**src/rtl/cpu_pkg.sv**
```systemverilog
// Shared constants for the 8-bit bus CPU core: opcodes, microstate encodings
// and the ALU mode selector.
package cpu_pkg;

    localparam logic [7:0] OP_NOP = 8'h00;
    localparam logic [7:0] OP_LDA = 8'h01;
    localparam logic [7:0] OP_LDB = 8'h02;
    localparam logic [7:0] OP_ADD = 8'h03;
    localparam logic [7:0] OP_SUB = 8'h04;
    localparam logic [7:0] OP_OUT = 8'h05;
    localparam logic [7:0] OP_STA = 8'h06;
    localparam logic [7:0] OP_JMP = 8'h07;
    localparam logic [7:0] OP_JEZ = 8'h08;
    localparam logic [7:0] OP_JNZ = 8'h09;
    localparam logic [7:0] OP_HLT = 8'h0A;

    localparam logic [3:0] ST_FETCH_PC   = 4'd0;
    localparam logic [3:0] ST_FETCH_INST = 4'd1;
    localparam logic [3:0] ST_LOAD_ADDR  = 4'd2;
    localparam logic [3:0] ST_RAM_A      = 4'd3;
    localparam logic [3:0] ST_RAM_B      = 4'd4;
    localparam logic [3:0] ST_ALU_OP     = 4'd5;
    localparam logic [3:0] ST_OUT_A      = 4'd6;
    localparam logic [3:0] ST_STORE_A    = 4'd7;
    localparam logic [3:0] ST_JUMP       = 4'd8;
    localparam logic [3:0] ST_HALT       = 4'd9;
    localparam logic [3:0] ST_NEXT       = 4'd10;

    typedef enum logic {
        ALU_ADD = 1'b0,
        ALU_SUB = 1'b1
    } alu_mode_e;

endpackage

```
**src/rtl/cpu_alu.sv**
```systemverilog
// Combinational 8-bit adder/subtractor. In subtract mode the carry output is
// the no-borrow flag; eq_zero reflects operand A, not the result.
module cpu_alu
    import cpu_pkg::*;
(
    input  logic [7:0] rega,
    input  logic [7:0] regb,
    input  alu_mode_e  mode,
    output logic [7:0] result,
    output logic       cout,
    output logic       eq_zero
);

    logic [8:0] sum9;
    logic [7:0] diff;

    assign sum9 = {1'b0, rega} + {1'b0, regb};
    assign diff = rega - regb;

    always_comb begin
        result = sum9[7:0];
        cout   = sum9[8];
        if (mode == ALU_SUB) begin
            result = diff;
            cout   = (rega >= regb);
        end
    end

    assign eq_zero = (rega == 8'h00);

endmodule

```
**src/rtl/cpu_seq_core.sv**
```systemverilog
// Control-and-arithmetic core: program counter, ALU and microcode sequencer.
// The microstate is a pure function of (opcode, cycle); strobes follow from it.
module cpu_seq_core
    import cpu_pkg::*;
#(
    parameter logic [7:0] RESET_PC = 8'h00
) (
    input  logic       clk,
    input  logic       reset,
    input  logic [7:0] bus_in,
    input  logic [7:0] opcode,
    input  logic [7:0] rega,
    input  logic [7:0] regb,
    output logic [7:0] pc,
    output logic [7:0] alu_out,
    output logic       alu_cout,
    output logic       eq_zero,
    output logic [3:0] cycle,
    output logic [3:0] state,
    output logic       c_ai,
    output logic       c_bi,
    output logic       c_ii,
    output logic       c_mi,
    output logic       c_ao,
    output logic       c_co,
    output logic       c_eo,
    output logic       c_ro,
    output logic       c_ri,
    output logic       c_oi,
    output logic       c_halt
);

    logic [7:0] op_n;
    logic       jump_ok;
    logic       c_j;
    logic       pc_step;
    alu_mode_e  alu_mode;

    // Unknown opcodes are folded onto NOP so the sequencer sees a closed set.
    always_comb begin
        case (opcode)
            OP_NOP, OP_LDA, OP_LDB, OP_ADD, OP_SUB, OP_OUT,
            OP_STA, OP_JMP, OP_JEZ, OP_JNZ, OP_HLT: op_n = opcode;
            default:                                op_n = OP_NOP;
        endcase
    end

    always_comb begin
        state = ST_NEXT;
        if (cycle == 4'd0) begin
            state = ST_FETCH_PC;
        end else if (cycle == 4'd1) begin
            state = ST_FETCH_INST;
        end else begin
            case (op_n)
                OP_LDA: begin
                    case (cycle)
                        4'd2:    state = ST_FETCH_PC;
                        4'd3:    state = ST_LOAD_ADDR;
                        4'd4:    state = ST_RAM_A;
                        default: state = ST_NEXT;
                    endcase
                end
                OP_LDB: begin
                    case (cycle)
                        4'd2:    state = ST_FETCH_PC;
                        4'd3:    state = ST_LOAD_ADDR;
                        4'd4:    state = ST_RAM_B;
                        default: state = ST_NEXT;
                    endcase
                end
                OP_ADD, OP_SUB: begin
                    if (cycle == 4'd2) state = ST_ALU_OP;
                end
                OP_OUT: begin
                    if (cycle == 4'd2) state = ST_OUT_A;
                end
                OP_STA: begin
                    case (cycle)
                        4'd2:    state = ST_FETCH_PC;
                        4'd3:    state = ST_LOAD_ADDR;
                        4'd4:    state = ST_STORE_A;
                        default: state = ST_NEXT;
                    endcase
                end
                OP_JMP, OP_JEZ, OP_JNZ: begin
                    case (cycle)
                        4'd2:    state = ST_FETCH_PC;
                        4'd3:    state = ST_JUMP;
                        default: state = ST_NEXT;
                    endcase
                end
                OP_HLT: begin
                    if (cycle == 4'd2) state = ST_HALT;
                end
                default: state = ST_NEXT;
            endcase
        end
    end

    assign alu_mode = (op_n == OP_SUB) ? ALU_SUB : ALU_ADD;

    cpu_alu u_alu (
        .rega    (rega),
        .regb    (regb),
        .mode    (alu_mode),
        .result  (alu_out),
        .cout    (alu_cout),
        .eq_zero (eq_zero)
    );

    assign jump_ok = (op_n == OP_JMP)
                   | ((op_n == OP_JEZ) & eq_zero)
                   | ((op_n == OP_JNZ) & ~eq_zero);
    assign c_j     = (state == ST_JUMP) & jump_ok;

    assign c_ai   = (state == ST_RAM_A) | (state == ST_ALU_OP);
    assign c_ao   = (state == ST_OUT_A) | (state == ST_STORE_A);
    assign c_bi   = (state == ST_RAM_B);
    assign c_co   = (state == ST_FETCH_PC);
    assign c_eo   = (state == ST_ALU_OP);
    assign c_ii   = (state == ST_FETCH_INST);
    assign c_mi   = (state == ST_FETCH_PC) | (state == ST_LOAD_ADDR);
    assign c_oi   = (state == ST_OUT_A);
    assign c_ri   = (state == ST_STORE_A);
    assign c_halt = (state == ST_HALT);
    assign c_ro   = (state == ST_FETCH_INST) | (state == ST_LOAD_ADDR)
                  | (state == ST_RAM_A) | (state == ST_RAM_B) | c_j;

    assign pc_step = (state == ST_FETCH_INST) | (state == ST_LOAD_ADDR)
                   | (state == ST_JUMP);

    // A failed conditional jump still steps the PC, skipping its operand byte.
    always_ff @(posedge clk or negedge reset) begin
        if (!reset) begin
            cycle <= 4'd0;
            pc    <= RESET_PC;
        end else begin
            case (state)
                ST_NEXT: cycle <= 4'd0;
                ST_HALT: cycle <= cycle;
                default: cycle <= cycle + 4'd1;
            endcase
            if (pc_step) begin
                pc <= c_j ? bus_in : pc + 8'd1;
            end
        end
    end

endmodule

```
**config.mk**
```make
export PLATFORM = sky130hd
export DESIGN_NAME = cpu_seq_core
export DESIGN_NICKNAME = d
export VERILOG_FILES = /design/src/rtl/cpu_pkg.sv /design/src/rtl/cpu_alu.sv /design/src/rtl/cpu_seq_core.sv
export SDC_FILE = /design/constraint.sdc
export NUM_CORES = 1
export LEC_CHECK = 0
export ABC_CLOCK_PERIOD_IN_PS = 10030
export CAP_MARGIN = 25
export CORE_MARGIN = 2
export CORE_UTILIZATION = 40
export DETAILED_ROUTE_END_ITERATION = 8
export GPL_ROUTABILITY_DRIVEN = 0
export HOLD_SLACK_MARGIN = 0.15
export PLACE_DENSITY = 0.74
export SYNTH_ARGS = -nofsm -noshare
export SYNTH_HDL_FRONTEND = slang
export SYNTH_SLANG_ARGS = --single-unit
```
**constraint.sdc**
```tcl
create_clock -name clk -period 10.03 [get_ports clk]
set_input_delay 2.5075 -clock clk [delete_from_list [all_inputs] [get_ports clk]]
set_output_delay 2.5075 -clock clk [all_outputs]
set_load 0.01 [all_outputs]
```
## Word level (Yosys, flattened, before mapping)

Cells that the tools add are included.

- Add/sub/neg operators: 4
- $lt $le $gt $ge: 1
- Eq/ne operators: 34
- Mux-type cells: 16
- Bitwise operators: 14
- Reduce and logical (&&, ||, !) cells: 7

Operators with widths:

| cell | number |
|---|---|
| $eq 8x3->1 const B | 8 |
| $eq 8x4->1 const B | 6 |
| $pmux 4 s3 | 3 |
| $eq 8x2->1 const B | 4 |
| $pmux 4 s7 | 1 |
| $mux 8 | 3 |
| $eq 4x3->1 const B | 5 |
| $eq 4x2->1 const B | 4 |
| $eq 8x1->1 const B | 2 |
| $logic_not 8->1 | 2 |
| $mux 4 | 4 |
| $pmux 4 s2 | 2 |
| $eq 4x4->1 const B | 3 |
| $reduce_or 11->1 | 1 |
| $or 1x1->1 | 10 |
| $add 8x8->9 | 1 |
| $add 8x1->8 const B | 1 |
| $eq 4x1->1 const B | 2 |
| $ge 8x8->1 | 1 |
| $logic_not 4->1 | 2 |
| $sub 8x8->8 | 1 |
| $add 4x1->4 const B | 1 |
| $and 1x1->1 | 3 |
| $reduce_or 3->1 | 1 |
| 4 further kinds | 5 |

- Bits in registers: 12
- Input bits: 34
- Output and inout bits: 37
- Word-level logic and storage cells: 78

## Longest topological paths before layout

Gate-level depths: netlist (run 1).

- Depth after elaboration: 13
- Mapped depth: 13
- Gate-level depth less buffers: 12

## Hierarchy

Synthesis (run 1) repeated with hierarchy kept, for this count alone.

- Cell total of the unflattened synthesis: 291
- Area total of the unflattened synthesis: 2,217.1 µm²

Modules (own cells, without submodules):

| module | times used | cells an instance | area each (µm²) | sequential area each (µm²) |
|---|---|---|---|---|
| cpu_seq_core | 1 | 189 | 1,457.6 | 300.3 |
| cpu_alu | 1 | 102 | 759.5 | 0.0 |

## Worst setup path after synthesis (run 1)

Ideal clock, no wire load.

- Path type: input to output
- Start: input port opcode[5]
- End: output port c_ro
- Data arrival time: 4.554 ns
- Data required time: 7.523 ns
- Slack: 2.969 ns
- Stages on the path: 8
- Path buffers: 1
- Cells stage by stage: nor4_4 > nand2b_2 > or4_4 > a32oi_4 > nand3b_1 > or2_1 > buf_4 > o211ai_1

- Longest elaborated chain between the ends: 13
- Elaborated cells on any way between the ends: 42
- Those cells by class: eq/ne (25); mux (4); bitwise (9); reduce/logical (4)

Ends and longest elaborated chain:

| what | RTL line | RTL |
|---|---|---|
| start, declared | cpu_seq_core.sv:11 | `input logic [7:0] opcode,` |
| $eq 8x1->1, or another cell as far along | cpu_seq_core.sv:41 | `case (opcode)` |
| $reduce_or 11->1 | cpu_seq_core.sv:41 |  |
| $mux 8 (*) | cpu_seq_core.sv:41 |  |
| $eq 8x3->1, or another cell as far along | cpu_seq_core.sv:55 | `case (op_n)` |
| $reduce_or 3->1 or $reduce_or 2->1 (tied branches) | cpu_seq_core.sv:55 |  |
| $pmux 4 s7 (*) | cpu_seq_core.sv:55 |  |
| $mux 4 (*) | cpu_seq_core.sv:52 | `end else if (cycle == 4'd1) begin` |
| $mux 4 (*) | cpu_seq_core.sv:50 | `if (cycle == 4'd0) begin` |
| net state[0] | cpu_seq_core.sv:19 | `output logic [3:0] state,` |
| $eq 4x1->1 or $eq 4x2->1 (tied branches) | cpu_seq_core.sv:127 | `assign c_ro = (state == ST_FETCH_INST) \| (state == ST_LOAD_ADDR)` |
| $or 1x1->1 | cpu_seq_core.sv:127 |  |
| $or 1x1->1 (2 in series) | cpu_seq_core.sv:128 | `\| (state == ST_RAM_A) \| (state == ST_RAM_B) \| c_j;` |
| $or 1x1->1 (*) | cpu_seq_core.sv:128 |  |
| end, declared | cpu_seq_core.sv:27 | `output logic c_ro,` |

The timed path passes the listed nets; every way through them passes the cells marked *.

## Worst setup path after layout (run 1)

- Start: input port opcode[1]
- End: output port c_ro

- Longest elaborated chain between the ends: 13
- Elaborated cells on any way between the ends: 42
- Those cells by class: eq/ne (25); mux (4); bitwise (9); reduce/logical (4)

Ends and longest elaborated chain:

| what | RTL line |
|---|---|
| $eq 8x1->1, or another cell as far along | cpu_seq_core.sv:41 |
| $reduce_or 11->1 | cpu_seq_core.sv:41 |
| $mux 8 (*) | cpu_seq_core.sv:41 |
| $eq 8x3->1, or another cell as far along | cpu_seq_core.sv:55, cpu_seq_core.sv:112 |
| $reduce_or 3->1 or $reduce_or 2->1 (tied branches) | cpu_seq_core.sv:55 |
| $pmux 4 s7 | cpu_seq_core.sv:55 |
| $mux 4 | cpu_seq_core.sv:52 |
| $mux 4 | cpu_seq_core.sv:50 |
| $eq 4x1->1 or $eq 4x2->1 (tied branches) | cpu_seq_core.sv:127 |
| $or 1x1->1 | cpu_seq_core.sv:127 |
| $or 1x1->1 (2 in series) | cpu_seq_core.sv:128 |
| $or 1x1->1 (*) | cpu_seq_core.sv:128 |

Every way passes the cells marked *; elsewhere a longest branch is shown, timed or not.

==> qor.yml, run 1 <==
status: "complete, no violations"
finalHoldWorstSlack_ps: 546.0
die-height_um: 74.86
antenna_found_initial: 0
intPower_uw: 284.3
drc_errors: 0
synth_edf_count: 0
syn_nets: 317
hpwl_um: 4194
crit_path_end_kind: "output pin"
dp.cells: 387
synthTopCellsByCount: "inv_1 (27), a21oi_1 (25), nor2_1 (23)"
final_cells: 391
synth_warnings: 0
skew_ps: 7.480
crit_fanout: 19
yosysMostFrequentCell: "inv_1"
leakage_nw: 1.183
synth_area_per_cell_um2: 7.724
seq_area_um2: 300.3
routed_wl_um: 5123
path_delay_family: "simple AND/OR/NAND/NOR gates"
crit_start: "opcode[1]"
fin_nets: 382
async_flop_share: 1.000
max_stage_delay_ps: 700
vias: 2103
synthCells: 260
synth-seq-cells: 12
crit_required_ps: 7520
grt_pass1_vias: 1910
cts_tree: "built"
yosys_most_used_dff: "dfrtp_1"
numCtsBuffers: 3
diodes: 0
sequentialPowerShare: 0.180
globalRouteMet1Util: 0.2465
drtAntennaViolNets: 0
core-area_um2: 4786
ys_top_cells_by_area: "dfrtp_1 (15%), ha_1 (13%), a21oi_1 (6.2%)"
hold_path_class: "flop to flop"
synth_compound_area_frac: 0.2548
synth_xor_area_frac: 0.05670
synth_seq_area_share: 0.1495
synth_fa_ha_area_frac: 0.1508
switching_power_uw: 235.5
yosys.area.top_type_share: 0.1495
power_density_nw_per_um2: 185.8
root_buffer: "clkbuf_8"
fill_cells: 449
fp-row-count: 25
drive_gt1_frac: 0.06481
grt_pass1_wl_um: 8507
synth_top_area_cell: "dfrtp_1"
drt_pass1_iterations: 4
dieArea_um2: 5603
area_growth_pct: 39.31
cp_slowest_cell: "clkdlybuf4s50_1"
rrSetupSlack_ps: 6910
syn_area_um2: 2008
clockBufferDepth: 2
finalCritPeriodShare: 0.8346
top_usage_layer: "met2"
io_buffers: 70
finalHoldViolations: 0
fp.dieW_um: 74.86
insertion_delay_ps: 240
r2r_cells: 10
drv_slew: 0
first_iter_violations: 201
track_usage: 0.1886
muxShareOfSynthArea: 0.03614
rr_startpoint: "cycle[0]"
max_slew_margin: 0.5948
via_per_inst: 5.379
grt_use_met3: 0.03079
fmax_mhz: 119.5
cts_hold_buf: 0
post_cts_buffers: 0
critPathKind: "primary input to output pin"
cts_sinks: 12
ioPinCount: 71
clkPwrFrac: 0.101
crit_top_cell: "clkdlybuf4s50_1"
grt_max_degree: 20
rsz0062_at_grt: "false"
fin_area_um2: 2798
path_clk_slew_ps: 60
worstHoldStart: "pc[5]"
ctsResizeCount: 0
cp.depth: 9
cp_cell_sequence: "clkdlybuf4s50_1 -> nor2_1 -> a22oi_1 -> or4_4 -> a32oi_4 -> nand3b_1 -> or2_1 -> o211ai_1 -> clkdlybuf4s50_1"
tns_ps: 0
met2_usage: 0.3392
finalCriticalPeriod_ps: 8371
hold_depth: 1
wl_per_cell_um: 13.10
htreeDepth: 1
max_cap_viol_count: 0
start_util: 0.4196
placed_cell_area_um2: 2743
synth.distinct_cells: 58
ir_drop_v: 0.0001076
path_buf_inv: 2
combPwrFrac: 0.719
startpoint_type: "primary input"
multi_input_area_um2: 1545
worstMarginPinSlew_ps: 605.9
switching_share: 0.4530
synthSimpleGateAreaFrac: 0.2710
grt_overflow_total: 0
synth_top_family_by_area: "simple AND/OR/NAND/NOR gates"
setup_viol: 0
crit_arrival_ps: 5860
layout by cell type, fill, tap and decap left out, types with 3 or more instances in the layout:
master            n
nand3_1           7
nor3_1            9
nand2_1          10
and2_1            3
nand2b_1          6
or3b_1            3
nor2b_1           6
dfrtp_1          12
a21o_1            3
or4_1             5
xnor2_1           9
clkbuf_8          4
o21ai_1           5
clkdlybuf4s50_1  70
inv_1            27
a31oi_1           3
o21ai_0           9
ha_1             21
mux2i_1           5
a21oi_1          25
and3_1            4
nor2_1           23
o21bai_1          4
xor2_1            4
layer usage:
metal,part of all wire,wire [µm]
met1,0.45,2284
met2,0.50,2540
met3,0.053,271
met4,0.0053,27
met5,0,0
path summary, 6_finish.rpt:
kind / end
min in group asynchronous: pc[5]
setup reg to reg: pc[3]
setup / recovery: c_ro
hold / removal: pc[5]
hold reg to reg: pc[5]
max in group asynchronous: pc[1]
sequential cells by signal, indices dropped and copies added (netlist names):
register and count:
pc 8, cycle 4
cell type report:
type / count / area share
Clock buffer: 4 / 0.01968
Inverter: 28 / 0.03757
Multi-Input combinational cell: 209 / 0.5523
Timing Repair Buffer: 71 / 0.2531
Tap cell: 67 / 0.02996
Sequential cell: 12 / 0.1073
kinds of logic after synthesis:
logic type / count (synthesis)
simple gates: 94
compound gates: 72
buf+inv: 39
fa+ha+maj: 23
xor+xnor: 13
flops: 12
mux: 7
per-stage QoR:
step                      power (mW)  utilization  worst slack [ps]
after floorplan               0.3193            -              2969
after global placement        0.4610       0.5731              1769
after detailed placement      0.4658       0.5731              1686
after CTS                     0.5216       0.5846              1683
after global routing          0.5650       0.5846              1438
final                         0.5199       0.5846              1659
power groups by stage:
stage | clock, mW | sequential, mW | combinational (mW)
2_1_floorplan | 0 | 0.0935 | 0.226
3_3_place_gp | 0 | 0.0936 | 0.367
3_5_place_dp | 0 | 0.0944 | 0.371
4_1_cts | 0.0531 | 0.0937 | 0.375
5_1_grt | 0.0557 | 0.0972 | 0.412
6_report | 0.0523 | 0.0936 | 0.374
(Power assumes the default switching activity.)
==> inputs of run 2 (changes only) <==
--- a/config.mk
+++ b/config.mk
@@ -5,7 +5,7 @@
 export SDC_FILE = /design/constraint.sdc
 export NUM_CORES = 1
 export LEC_CHECK = 0
-export ABC_CLOCK_PERIOD_IN_PS = 10030
+export ABC_CLOCK_PERIOD_IN_PS = 7800
 export CAP_MARGIN = 25
 export CORE_MARGIN = 2
 export CORE_UTILIZATION = 40
==> constraint.sdc (replaced) <==
create_clock -name clk -period 7.8 [get_ports clk]
set_input_delay 1.95 -clock clk [delete_from_list [all_inputs] [get_ports clk]]
set_output_delay 1.95 -clock clk [all_outputs]
set_load 0.01 [all_outputs]
==> qor.yml, run 2 (synthesis results as in run 1) <==
status: "complete, no violations"
wl_per_cell_um: 13.11
crit_fanout: 19
area_growth_pct: 40.06
track_usage: 0.1938
fin_util: 0.5877
fp-row-count: 25
vias: 2113
crit_required_ps: 5850
crit_start: "opcode[1]"
post_cts_buffers: 0
power_density_nw_per_um2: 236.4
drtAntennaViolNets: 0
dieArea_um2: 5603
crit_path_end_kind: "output pin"
worstHoldStart: "pc[0]"
rsz0062_at_grt: "false"
routed_wl_um: 5151
largest_reg_flops: 8
tns_ps: 0
dp.cells: 389
reg.largest.list: "pc (8), cycle (4)"
mostFrequentLayoutCells: "clkdlybuf4s50_1 (70), inv_1 (27), a21oi_1 (25), nor2_1 (23), ha_1 (21)"
rr_startpoint: "cycle[0]"
cts_sinks: 12
insertion_delay_ps: 240
ctsResizeCount: 0
fin_nets: 384
core-area_um2: 4786
grt_overflow_total: 0
drive_gt1_frac: 0.07055
startpoint_type: "primary input"
max_cap_viol_count: 0
leakage_nw: 1.192
clockBufferDepth: 2
grt_pass1_wl_um: 8625
root_buffer: "clkbuf_8"
worstMarginPinSlew_ps: 614.5
drc_errors: 0
finalHoldViolations: 0
die-height_um: 74.86
io_buffers: 70
hold_path_class: "flop to flop"
grt_pass1_vias: 1931
mostFrequentLayoutCell: "clkdlybuf4s50_1"
antenna_found_initial: 0
cts_tree: "built"
fp.dieW_um: 74.86
path_clk_slew_ps: 50
top_register: "pc"
finalCritPeriodShare: 0.9354
skew_ps: 3.522
drt_pass1_iterations: 4
numCtsBuffers: 3
htreeDepth: 1
start_util: 0.4196
grt_max_degree: 20
hpwl_um: 4235
ir_drop_v: 0.0001409
ioPinCount: 71
fin_area_um2: 2813
fmax_mhz: 137.1
placed_cell_area_um2: 2758
final_cells: 393
setup_viol: 0
cts_hold_buf: 0
critPathKind: "primary input to output pin"
drv_slew: 0
via_per_inst: 5.377
crit_arrival_ps: 5350
max_slew_margin: 0.5890
diodes: 0
first_iter_violations: 191
finalCriticalPeriod_ps: 7296
==> run 2: changes by cell type in the layout (fill, tap and decap cells not counted), sizes merged <==
cell	previous run	this run
buf	1	3
==> run 2: worst max-delay path, stage by stage <==
cell and delay, ps:
clkdlybuf4s50_1 700, nor2_1 440, a22oi_1 150, or4_4 470, a32oi_4 350, nand3b_1 250, or2_1 390, o211ai_1 150
clkdlybuf4s50_1 500
==> run 2: area by class of cell <==
| class | count | area [µm²] |
|---|---|---|
| tap | 67 | 83.83 |
| timing repair buffer | 73 | 723.2 |
| inverter | 28 | 105.1 |
| fill | 436 | 1973 |
| multi-input combinational | 209 | 1545 |
| clock buffer | 4 | 55.05 |
| sequential | 12 | 300.3 |
==> run 2: report_power, final <==
part | switching, mW | leakage (nW) | internal (mW)
registers | 0.0363 | 0.153 | 0.0845
logic | 0.240 | 1.01 | 0.237
clock network | 0.0230 | 0.0288 | 0.0446
==> run 2: worst paths after layout <==
check	to	slack, ps	cells after the start
worst max-delay path	c_ro	500	9
worst min-delay path	pc[0]	550	1
worst max register to register	pc[3]	4710	10
worst min register to register	pc[0]	550	1
max in group asynchronous	pc[1]	5400	1
min in group asynchronous	pc[6]	2050	1
==> run 2: layer usage <==
metal	routed length, µm	global-route usage	part of all wire	vias up
li1	-	-	-	1066
met1	2209	0.2424	0.43	959
met2	2530	0.3411	0.49	79
met3	331	0.03614	0.064	9
met4	79	0.05159	0.015	0
met5	0	0	0	-
==> run 2: metrics by stage <==
step	power [mW]	worst slack, ps	hold slack [ps]
5_1_grt	0.7292	279.5	566.6
2_1_floorplan	0.4106	1854	559.5
4_1_cts	0.6691	515.8	549.3
6_report	0.6650	503.8	550.0
3_5_place_dp	0.5991	526.1	537.0
3_3_place_gp	0.5928	653.0	540.5
==> inputs of run 3 (changes only) <==
--- a/config.mk
+++ b/config.mk
@@ -6,9 +6,11 @@
 export NUM_CORES = 1
 export LEC_CHECK = 0
 export ABC_CLOCK_PERIOD_IN_PS = 7800
-export CAP_MARGIN = 25
+export CAP_MARGIN = 10
+export CORE_ASPECT_RATIO = 1.2
 export CORE_MARGIN = 2
 export CORE_UTILIZATION = 40
+export CTS_CLUSTER_DIAMETER = 50
 export DETAILED_ROUTE_END_ITERATION = 8
 export GPL_ROUTABILITY_DRIVEN = 0
 export HOLD_SLACK_MARGIN = 0.15
==> qor.yml, run 3 (synthesis results as in run 1) <==
fill_cells: 467
ir_drop_v: 0.0001052
track_usage: 0.1926
mostFrequentLayoutCells: "clkdlybuf4s50_1 (70), inv_1 (27), a21oi_1 (25), nor2_1 (23), ha_1 (21)"
area_growth_pct: 39.63
dp.cells: 382
grt_pass1_vias: 1995
dieArea_um2: 5605
core-area_um2: 4870
grt_pass1_wl_um: 8611
max_cap_viol_count: 0
finalCritPeriodShare: 0.9136
finalCriticalPeriod_ps: 7126
multi_input_area_um2: 1545
grt_overflow_total: 0
hold_path_class: "flop to flop"
fp-row-count: 28
cts_tree: "built"
finalHoldViolations: 0
antenna_found_initial: 0
start_util: 0.4124
grt_max_degree: 20
fin_util: 0.5758
seq_area_um2: 300.3
ctsResizeCount: 0
drive_gt1_frac: 0.07055
htreeDepth: 1
vias: 2093
crit_path_end_kind: "output pin"
critPathKind: "primary input to output pin"
fin_nets: 384
numCtsBuffers: 3
power_density_nw_per_um2: 238.1
mostFrequentLayoutCell: "clkdlybuf4s50_1"
reg.largest.list: "pc (8), cycle (4)"
ioPinCount: 71
drv_slew: 0
skew_ps: 2.995
diodes: 0
final_cells: 386
drtAntennaViolNets: 0
max_slew_margin: 0.5821
setup_viol: 0
insertion_delay_ps: 240
crit_required_ps: 5850
path_clk_slew_ps: 50
drc_errors: 0
fp.dieW_um: 68.68
status: "complete, no violations"
crit_arrival_ps: 5180
cts_hold_buf: 0
die-height_um: 81.62
worstMarginPinSlew_ps: 624.9
clockBufferDepth: 2
cts_sinks: 12
crit_fanout: 19
rsz0062_at_grt: "false"
first_iter_violations: 107
fmax_mhz: 140.3
routed_wl_um: 5210
wl_per_cell_um: 13.50
drt_pass1_iterations: 4
tns_ps: 0
finalHoldWorstSlack_ps: 550.9
startpoint_type: "primary input"
post_cts_buffers: 0
via_per_inst: 5.422
hpwl_um: 4404
largest_reg_flops: 8
root_buffer: "clkbuf_8"
top_register: "pc"
io_buffers: 70
leakage_nw: 1.192
## run 3: cell counts in the layout (fill, tap and decap cells not counted)
No cell type changed its count.
## run 3: final timing paths
| check | startpoint | endpoint | slack (ps) | depth (start not counted) |
|---|---|---|---|---|
| min in group asynchronous | reset | pc[7] | 2060 | 1 |
| setup reg to reg | cycle[0] | pc[3] | 4740 | 10 |
| max in group asynchronous | reset | pc[3] | 5380 | 1 |
| hold reg to reg | pc[5] | pc[5] | 550 | 1 |
| setup / recovery | opcode[1] | c_ro | 670 | 10 |
| hold / removal | pc[5] | pc[5] | 550 | 1 |
## run 3: layout make-up
class / instances / share of cell area
Sequential cell: 12 / 0.1071
Clock buffer: 4 / 0.01963
Multi-Input combinational cell: 209 / 0.5511
Tap cell: 60 / 0.02677
Timing Repair Buffer: 73 / 0.2579
Inverter: 28 / 0.03748
## run 3: metrics by stage
stage                     instance area (µm²)  setup slack [ps]  total power, mW
after floorplan                          2008              1854           0.4106
after global placement                   2749             798.3           0.5950
after detailed placement                 2749             663.1           0.6009
after CTS                                2804             669.7           0.6702
after global routing                     2804             322.4           0.7291
final                                    2804             673.7           0.6677
## run 3: worst max-delay path, cell delays in order
cell             delay, ps
clkdlybuf4s50_1        690
nor2_1                 390
a22oi_1                140
or4_4                  480
a32oi_4                370
nand3b_1               250
or2_1                  130
buf_4                  170
o211ai_1               110
clkdlybuf4s50_1        480
## run 3: power by group
group	total, mW	internal [mW]	switching (mW)
Combinational	0.480	0.237	0.244
Clock	0.0675	0.0446	0.0229
Sequential	0.120	0.0845	0.0355
Total	0.668	0.366	0.302
## run 3: routing by layer
layer	track usage	wire, µm	part of all wire
met1	0.2391	2159	0.41
met2	0.3529	2702	0.52
met3	0.02055	306	0.059
met4	0.03600	41	0.0079
met5	0	0	0
